===== config.mk =====
export PLATFORM = sky130hd
export DESIGN_NAME = count_arbiter
export DESIGN_NICKNAME = d
export VERILOG_FILES = /design/src/rtl/count_arbiter.sv
export SDC_FILE = /design/constraint.sdc
export NUM_CORES = 1
export LEC_CHECK = 0
export CORE_ASPECT_RATIO = 0.9
export CORE_UTILIZATION = 30
export CTS_BUF_LIST = sky130_fd_sc_hd__clkbuf_4
export DETAILED_ROUTE_END_ITERATION = 12
export PLACE_DENSITY = 0.58
export RECOVER_POWER = 100
export SLEW_MARGIN = 15
export SYNTH_ARGS = -nofsm -noshare
export SYNTH_HDL_FRONTEND = slang
export SYNTH_SLANG_ARGS = --single-unit

===== constraint.sdc =====
create_clock -name clk -period 5.3 [get_ports clk]
set_input_delay 1.06 -clock clk [delete_from_list [all_inputs] [get_ports clk]]
set_output_delay 1.06 -clock clk [all_outputs]
set_load 0.01 [all_outputs]

===== src/rtl/count_arbiter.sv =====
// Round-robin arbiter in front of a single shared up/down counter.
// A granted requester gets the counter loaded (0 for up, its length for down).
// The counter then steps toward the terminal value and a one-cycle done pulse follows.
// Dropping the request mid-count aborts the transaction without a done pulse.
module count_arbiter #(
    parameter int WIDTH = 4,
    parameter int NREQ  = 4
) (
    input  logic                  clk,
    input  logic                  rst_n,
    input  logic [NREQ-1:0]       req,
    input  logic [NREQ*WIDTH-1:0] req_len,
    input  logic [NREQ-1:0]       req_up,
    input  logic                  pause,
    output logic [NREQ-1:0]       gnt,
    output logic [NREQ-1:0]       done,
    output logic                  busy,
    output logic [WIDTH-1:0]      count_out,
    output logic                  max_count,
    output logic                  zero
);

    localparam int IW = (NREQ > 1) ? $clog2(NREQ) : 1;

    localparam logic [1:0] StIdle = 2'd0;
    localparam logic [1:0] StLoad = 2'd1;
    localparam logic [1:0] StRun  = 2'd2;
    localparam logic [1:0] StDone = 2'd3;

    logic [1:0]       r_state;
    logic [IW-1:0]    r_winner;
    logic [IW-1:0]    r_last;
    logic [WIDTH-1:0] r_target;
    logic             r_up;
    logic [WIDTH-1:0] r_count;

    logic [IW-1:0]    w_pick;
    logic [WIDTH-1:0] w_len;
    logic             w_up;
    logic [WIDTH-1:0] w_term;

    // Round-robin pick: the lowest offset after r_last with a pending request wins.
    always_comb begin
        w_pick = r_last;
        for (int k = NREQ; k >= 1; k--) begin
            if (req[IW'((int'(r_last) + k) % NREQ)]) begin
                w_pick = IW'((int'(r_last) + k) % NREQ);
            end
        end
    end

    // Select the length and direction belonging to the pick.
    always_comb begin
        w_len = '0;
        w_up  = 1'b0;
        for (int i = 0; i < NREQ; i++) begin
            if (w_pick == IW'(i)) begin
                w_len = req_len[i*WIDTH +: WIDTH];
                w_up  = req_up[i];
            end
        end
    end

    assign w_term = r_up ? r_target : '0;

    // Arbitration, load, count and completion sequencing.
    always_ff @(posedge clk) begin
        if (!rst_n) begin
            r_state  <= StIdle;
            r_winner <= '0;
            r_last   <= IW'(NREQ - 1);
            r_target <= '0;
            r_up     <= 1'b0;
            r_count  <= '0;
        end else begin
            case (r_state)
                StIdle: begin
                    if (|req) begin
                        r_winner <= w_pick;
                        r_target <= w_len;
                        r_up     <= w_up;
                        r_state  <= StLoad;
                    end
                end
                StLoad: begin
                    r_count <= r_up ? '0 : r_target;
                    r_state <= StRun;
                end
                StRun: begin
                    if (!req[r_winner]) begin
                        r_last  <= r_winner;
                        r_state <= StIdle;
                    end else if (r_count == w_term) begin
                        r_state <= StDone;
                    end else if (!pause) begin
                        r_count <= r_up ? r_count + WIDTH'(1) : r_count - WIDTH'(1);
                    end
                end
                StDone: begin
                    r_last  <= r_winner;
                    r_state <= StIdle;
                end
                default: r_state <= StIdle;
            endcase
        end
    end

    // Grant and done are decoded from the held winner index.
    always_comb begin
        busy = (r_state != StIdle);
        gnt  = '0;
        done = '0;
        for (int i = 0; i < NREQ; i++) begin
            gnt[i]  = busy && (r_winner == IW'(i));
            done[i] = (r_state == StDone) && (r_winner == IW'(i));
        end
    end

    assign count_out = r_count;
    assign max_count = &r_count;
    assign zero      = (r_count == '0);

endmodule


==> reports/results.tsv <==
stage	metric	value	unit
routing	1st-iter DRT viols	88	
synthesis	Mapped Cells	172	
pwr	internal power	0.000249	W
clocking	clk buf depth	2	
layout	fin cells	254	
routing	DR vias/cell	5.09	
synthesis	sequential share of the synthesized area	0.235	
sta	FMAX	0.321	GHz
clocking	CTS Buf Count	3	
clocking	Root Driver	clkbuf_4	
sta	Layout Skew	0.00577	ns
sta	setup_tns	0	ns
routing	DRC	0	
critical_path	Slowest Stage Delay on Critical Path	0.91	ns
clocking	PostCTS Resize Cnt	0	
synthesis	Async SR Flop Fraction	0	
synthesis	#FFs+latches synth	15	
pwr	VDD IR-drop max	0.0989	mV
critical_path	CP top delay family	compound AO/OA/AOI/OAI gates	
placement	GP Congestion	0.748	
critical_path	CP startpoint kind	primary input	
pwr	PD cells	241	nW/um^2
sta	worst-margin pin slew	1.19	ns
sta	final setup fails	0	
sta	min cycle time layout	3.12	ns
synthesis	EDFF count, synth	0	
layout	area grow syn2layout	33.4	%
layout	NumNets Final	237	
placement	placed cell areas	1680	sq um
critical_path	Worst Path Class, Setup	primary input to register	
critical_path	Worst path slowest cell	o21ai_0	
pwr	Gate power share	0.444	
clocking	clock sinks	15	
floorplan	core region area	4070	sq um
placement	detailed placement HPWL	2490	um
sta	Final Hold Fails	0	
critical_path	CP Data Required Time	5.49	ns
synthesis	Synth Cell Area	1280	sq um
floorplan	num rows	22	
job	max-cap violations	0	
sta	max-slew violation count	0	
sta	unrepaired setup endpoints after global routing	false	
clocking	CTS tree	built	
critical_path	Worst Path Arrival	3.30	ns
pwr	Leak	0.698	nW
routing	wire per inst	12.5	um
clocking	Worst-path clk slew	0.10	ns
grt	gr ovfl total	0	
layout	layout cells sized above 1	0.0340	
pwr	clock share of power	0.168	
floorplan	Initial Util	0.314	
pwr	Sw Ratio	0.395	
grt	initial antenna violation count	0	
status	outcome	finished clean	
floorplan	Die Ht	64.0	um
pwr	Psw	0.000163	W
floorplan	die area	4530	sq um
critical_path	Buf+Inv Stages, Crit Path	1	
pwr	Sequential Power Share	0.388	
synthesis	most frequently used flop master after synthesis	dfxtp_1	
critical_path	cell breakdown of the critical path	dlygate4sd3_1, o21a_1, o21ai_0, a31oi_1, a32o_1	
pwr	Tot Pwr	0.000412	W
grt	vias in the first global route	1260	
synthesis	Yosys cell types	44	
grt	global-route wire length before repair	5690	um
placement	IO buf count	41	
grt	pin count of the biggest net entering global routing	14	
clocking	hold-fix buffers at CTS	0	
routing	Detail Route Antenna Nets	0	
layout	final core occ	0.419	
floorplan	Die X	70.9	um
layout	# diodes	0	
min_path	hold crit path type	register to register	
clocking	# Post-CTS Setup Buffers	0	
placement	Post-Place Cells	250	
clocking	Clock Latency Late Sink	0.29	ns
critical_path	Crit. End Element	register	
clocking	CTS H-tree depth	1	
floorplan	I/O pin count	42	
synthesis	Avg Inst Size Synth	7.44	sq um
critical_path	Critical Path Fanout Max	13	
layout	design area	1710	sq um
synthesis	Mapped Nets	202	
routing	total number of vias	1294	
grt	Total GRT Usage	0.153	
routing	final wirelength	3190	um
synthesis	Yosys Warn Count	0	
routing	First-pass DRT Iterations	6	
sta	slew margin rel.	0.199	
sta	Tcrit/Tclk final	0.588	
## worst reg2reg max path: stages, from the launching register on
cell	delay (ns)
dfxtp_1	0.34
nand2b_1	0.16
o21a_1	0.10
o21ai_0	0.91
a31oi_1	0.23
a32o_1	0.31
## cell usage in the layout (no fill, tap or decap), types with 5 or more instances in the layout
master,netlist,routed
o31ai_1,6,6
a31oi_1,10,10
o21ai_0,6,7
a21oi_1,7,7
nand2_1,18,18
dlygate4sd3_1,0,16
dfxtp_1,15,15
nand3_1,6,6
nor2b_1,4,5
nor2_1,14,14
clkdlybuf4s50_1,0,25
inv_1,11,11
nand2b_1,9,9
a21o_1,6,6
## worst paths after layout
| kind | slack, ns | to | start | depth (start not counted) |
|---|---|---|---|---|
| setup / recovery | 2.18 | r_target[2] | req[3] | 5 |
| hold / removal | 0.53 | r_last[0] | r_last[0] | 2 |
| setup reg to reg | 3.15 | r_target[2] | r_last[0] | 5 |
| hold reg to reg | 0.53 | r_last[0] | r_last[0] | 2 |
## area by class of cell
type	count	area, sq um
repair buffers	41	410
flip-flops and latches	15	300
clock inverters	1	5.00
clock buffers	3	22.5
multi-input cells	134	865
well taps	48	60.1
fillers	424	2370
inverters	12	45.0
## metal layers
layer,track usage,vias up,wire (um),part of all wire
met3,0.0394,0,144,0.045
met2,0.240,37,1350,0.42
met5,0,-,0,0
li1,-,698,-,-
met1,0.216,559,1690,0.53
met4,0.0175,0,0,0
## cells in the mapped netlist (all sizes together), types with 2 or more instances
cell type  instances  area share
a21oi              7       0.027
a31oi             10       0.049
dfxtp             15        0.23
o31ai              6       0.035
clkbuf             5       0.015
ha                 2       0.020
buf                6       0.038
a211oi             4       0.023
nor2              14       0.041
nor2b              5       0.026
and3               2       0.014
o211a              3       0.023
mux2i              2       0.016
and2               2      0.0098
nand2             18       0.053
a21o               6       0.035
nand4              3       0.015
inv               12       0.035
xnor2              3       0.021
a311oi             3       0.021
a32o               2       0.016
nand2b             9       0.044
a22oi              2       0.012
nand3              6       0.023
o21ai              7       0.027
nor3               4       0.016
nor4               2      0.0098
## stage by stage
stage	worst slack, ns	hold WS (ns)
after global placement	2.34	0.526
after floorplan	3.04	0.469
after global routing	2.03	0.598
after detailed placement	2.26	0.504
after CTS	2.56	0.527
final	2.18	0.528
## logic make-up (layout without fill, tap and decap cells)
kind of cell / Yosys count / in the layout / share of synthesized area
adder cells (fa/ha/maj): 3 / 3 / 0.0352
XOR/XNOR: 4 / 4 / 0.0274
multiplexers: 3 / 3 / 0.0332
buffers and inverters: 23 / 57 / 0.0880
flip-flops: 15 / 15 / 0.235
AND/OR/NAND/NOR: 68 / 68 / 0.272
AO/OA/AOI/OAI: 56 / 56 / 0.310
## sequential cells by signal, indices dropped and copies added (netlist names)
register	flops
count_out	4
r_target	4
r_last	2
r_state	2
r_winner	2
r_up	1
## power groups by stage
stage | registers (W) | logic [W] | clock network, W
floorplan | 0.000146 | 0.000139 | 0
global placement | 0.000163 | 0.000186 | 0
detailed placement | 0.000162 | 0.000188 | 0
CTS | 0.000160 | 0.000189 | 0.0000704
global route | 0.000164 | 0.000207 | 0.0000765
finish | 0.000160 | 0.000183 | 0.0000693
Note: power is estimated with default switching activity, not from simulation.
==> patch 1: new RTL, same flow settings <==
`NREQ`: 4 -> 8.
--- a/src/rtl/count_arbiter.sv
+++ b/src/rtl/count_arbiter.sv
@@ -4,7 +4,7 @@
 // Dropping the request mid-count aborts the transaction without a done pulse.
 module count_arbiter #(
     parameter int WIDTH = 4,
-    parameter int NREQ  = 4
+    parameter int NREQ  = 8
 ) (
     input  logic                  clk,
     input  logic                  rst_n,
Interface: changed (5 resized); port bits go from 42 to 74. The function was not compared with the original's and may differ.
==> patch 1 against the unedited design <==
  * Synthesized cell count increased by 81%
  * Wire length is 140% higher
  * Design area grew 100%
  * Power grew to 4.0 times the old value
  * Worst setup slack worse by 1.3 ns
  * Largest cell class unchanged
  * Fmax decreased by 30%
  * Sequential cell count up 2
  * Area after synthesis rose by 110%
  * Clock skew down 0.0017 ns
==> patch 1: results (changes against the unedited design) <==
compound-cell area share of the yosys netlist=25.46% (-5.5 points); CP Max Fanout=20 (+7); largest net degree at the start of global routing=21 (+7); switch share=50.44% (+11 points); ys async rst share=0% (unchanged); deepest clock path buffer count=2 (unchanged); Synth cell types=64 (+45%); layout cells sized above 1=10.84% (+7.4 points); Routed WL per cell=15.78 µm (+26%); CTS clk-pin slew, worst paths=0.10 ns (about the same); worst slew pin tran=1.014 ns (-0.1738 ns); status=finished, final reports clean; xor and xnor fraction of the mapped netlist area=2.302% (-0.44 points); drt pass-1 iters=4 (-2); vias in the first global route=2647 (+110%); number of CTS-inserted buffers=3 (unchanged); Ant. Diodes=0 (unchanged); antenna violations before repair=0 (unchanged); crit-path leading delay family=compound AO/OA/AOI/OAI gates; crit path max-delay cell type=a21oi_1; Post-synth top flop=dfxtp_1; HP Class=flip-flop to flip-flop; routability congestion estimate from global placement=0.8294 (+11%); post-synthesis adder-cell area fraction=2.630% (-0.89 points); Setup Buffers After CTS=0 (unchanged); post-cts resize count=0 (unchanged); port buffer count=73 (+78%); Seq/Total Area, Yosys=12.78% (-11 points); nets=426 (+80%); Leak Pwr=1.451 nW (+110%); Post-synth top cells=41 x mux2i_1, 28 x nand2_1, 20 x nor2_1; Ys Warns=0 (unchanged); Synth area leaders=mux2i_1 15%, mux4_2 14%, dfxtp_1 13%, nand2_1 3.9%, mux2_2 3.4%; Worst path max stage delay=0.82 ns (-0.09 ns); post-synthesis mux area share=32.83% (+30 points); H-tree level count=1 (unchanged); DRT iter0 DRCs=153 (+74%); Total GRT Usage=16.56% (+1.3 points); Worst-Skew Late Latency=0.28 ns; first-pass GRT wire length=12.60 mm (+120%); worst clock skew=0.004095 ns (-0.001673 ns); Synth Net Count=367 (+82%); vias=2722 (+110%); Final HPWL DP=5.863 mm (+140%); arrival time worst endpoint=4.61 ns (+1.31 ns); Root Buffer=clkbuf_4; maximum VDD drop=0.1808 mV (+83%)
==> patch 1: per-stage QoR <==
| step | setup slack, ns | instances | power (W) | cell area, µm² | utilization, % |
|---|---|---|---|---|---|
| detailed placement | 0.8108 | 484 | 0.001590 | 3468 | 40.29 |
| global route | 0.4535 | 488 | 0.001802 | 3483 | 40.47 |
| CTS | 1.024 | 488 | 0.001675 | 3498 | 40.64 |
| floorplan | 1.890 | 311 | 0.001268 | 2664 | - |
| global placement | 0.9907 | 484 | 0.001584 | 3468 | 40.29 |
| finish | 0.8660 | 488 | 0.001643 | 3483 | 40.47 |
==> patch 1: worst min-delay path, delay by kind of cell (launching register included) <==
| kind | cells | cell delay, ns |
|---|---|---|
| DFF | 1 | 0.34 |
| AOI/OAI and AO/OA | 1 | 0.07 |
| and+or+nand+nor | 1 | 0.06 |
==> patch 1: power groups by stage <==
stage | sequential (W) | clock [W] | combinational, W
floorplan | 0.000210 | 0 | 0.00106
global placement | 0.000278 | 0 | 0.00131
finish | 0.000276 | 0.0000742 | 0.00129
global route | 0.000292 | 0.0000857 | 0.00142
CTS | 0.000277 | 0.0000795 | 0.00132
detailed placement | 0.000282 | 0 | 0.00131
==> patch 1: cells by family (layout without fill, tap and decap cells) <==
family,count (synthesis),after routing
buf+inv,33,91
fa+ha+maj,5,5
flops,17,17
simple gates,97,97
xor+xnor,7,7
compound gates,86,86
mux,66,66
==> patch 1: final timing paths <==
kind | start | cells past startpoint | endpoint | slack, ns
max | r_last[0] | 10 | r_target[2] | 0.87
min | r_target[0] | 2 | count_out[0] | 0.51
min reg2reg | r_target[0] | 2 | count_out[0] | 0.51
max reg2reg | r_last[0] | 10 | r_target[2] | 0.87
==> patch 1: area by class of cell <==
class / count / area [µm²]
clock buffer: 4 / 30.03
fill: 872 / 5125
inverter: 10 / 37.54
multi-input combinational: 261 / 2165
sequential: 17 / 341.6
tap: 119 / 148.9
timing repair buffer: 77 / 760.7
==> patch 1: metal layers <==
| metal | track usage, % | up-vias | part of all wire, % |
|---|---|---|---|
| met3 | 2.848 | 2 | 6.5 |
| li1 | - | 1340 | - |
| met2 | 26.70 | 83 | 44 |
| met1 | 23.98 | 1297 | 49 |
| met4 | 0.8454 | 0 | 0.21 |
| met5 | 0 | - | 0 |
==> patch 2: new RTL, same settings <==
Made on the original files. Reset style: asynchronous (`rst_n`), changed in one clocked block.
--- a/src/rtl/count_arbiter.sv
+++ b/src/rtl/count_arbiter.sv
@@ -64,7 +64,7 @@
     assign w_term = r_up ? r_target : '0;
 
     // Arbitration, load, count and completion sequencing.
-    always_ff @(posedge clk) begin
+    always_ff @(posedge clk or negedge rst_n) begin
         if (!rst_n) begin
             r_state  <= StIdle;
             r_winner <= '0;
Check against the original RTL: differs if rst_n is asserted again (counterexample within 4 cycles, from zero or initial values and one cycle with rst_n low); with rst_n held inactive, the same outputs for 4 cycles.
==> patch 2 against the unedited design <==
  * The run now ends with design-rule violations left
  * Design area up 1.5%
  * Count of clock-buffer cells in the layout unchanged
  * Sequential share of layout area up 4.2 points
  * Wire length about the same
  * Critical path depth down 2
  * Sequential cell count unchanged
  * Area after synthesis down 0.68%
  * Core utilization up 0.61 points
  * Clock skew down 0.0017 ns
  * Register-to-register slack better by 0.05 ns
  * Worst setup slack better by 0.21 ns
Power is not compared: it rests on default switching activity, and its combinational part moved more than twofold at a synthesized area within 25%.
==> patch 2: results (changes against the unedited design) <==
Synth Net Count=170 (-16%); ys async rst share=100.0% (+100 points); crit path max-delay cell type=dlygate4sd3_1; vias=1236 (-4.5%); Synth cell types=43 (-2.3%); arrival time worst endpoint=1.85 ns (-1.45 ns); DRC errors left=4 (+4); layout cells sized above 1=8.889% (+5.5 points); DRT iter0 DRCs=55 (-38%); largest net degree at the start of global routing=16 (+2); Reg area=377.9 µm² (+26%); placed instance area=1714 µm² (+1.9%); clk cell area share=1.588% (-0.023 points); pre-CTS setup slack=2.234 ns (-0.02082 ns); Final HPWL DP=2.569 mm (+3.0%); worst slew pin tran=0.8088 ns (-0.3795 ns); nets=211 (-11%); Post-synth top flop=dfrtp_1; Post-Place Cells=224 (-10%); drt pass-1 iters=8 (+2); failing checks=design-rule violations; Fillers=407 (-4.0%); Signal buf overhead=23.68% (-0.35 points); Syn Inst Count=140 (-19%); first-pass GRT wire length=5.540 mm (-2.7%); worst clock skew=0.004091 ns (-0.001676 ns); status=complete, but fails checks; routability congestion estimate from global placement=0.8442 (+13%); Non-CTS inverters=5 (-7); Worst path max stage delay=0.61 ns (-0.30 ns)
-- patch 2: cell count changes in the layout (fill, tap and decap cells not counted), moves of 5 or more --
cell,delta
dfxtp_1,-15
inv_1,-6
mux2_1,+5
a31oi_1,-9
nand2_1,-10
a221o_1,+5
dfrtp_1,+13
-- patch 2: per-layer routing --
layer  vias up  part of all wire (%)  track usage, %
met5         -                     0               0
met4         0                     0           2.500
met3         0                   5.6           4.101
met2        40                    50           26.70
met1       580                    45           19.49
li1        616                     -               -
-- patch 2: worst max-delay path: cells and delay by family, from the launching register on --
kind / cells / cell delay [ns]
buffers and inverters: 1 / 0.61
and+or+nand+nor: 2 / 0.46
DFF: 1 / 0.50
-- patch 2: worst paths after layout --
path / from / endpoint / slack, ns / cells past startpoint
min in group asynchronous: rst_n / r_state[1] / 1.25 / 1
worst min-delay path: r_state[0] / r_state[0] / 0.55 / 1
worst min register to register: r_state[0] / r_state[0] / 0.55 / 1
max in group asynchronous: rst_n / r_up / 3.61 / 1
worst max register to register: r_state[1] / r_target[3] / 3.20 / 4
worst max-delay path: r_state[1] / gnt[1] / 2.39 / 3
-- patch 2: power by group --
| group | internal, W | switching, W | total, W |
|---|---|---|---|
| Combinational | 0.000283 | 0.000267 | 0.000551 |
| Sequential | 0.000176 | 0.000106 | 0.000283 |
| Clock | 0.0000281 | 0.0000380 | 0.0000661 |
| Total | 0.000488 | 0.000412 | 0.000899 |
-- patch 2: logic make-up (layout without fill, tap and decap cells) --
logic type,Yosys count,in the layout,share of synthesized area (%)
XOR/XNOR,5,5,3.446
buffers and inverters,10,50,3.642
AND/OR/NAND/NOR,56,56,25.00
adder cells (fa/ha/maj),3,3,3.543
flip-flops,15,15,29.72
multiplexers,9,9,8.858
AO/OA/AOI/OAI,42,42,25.79
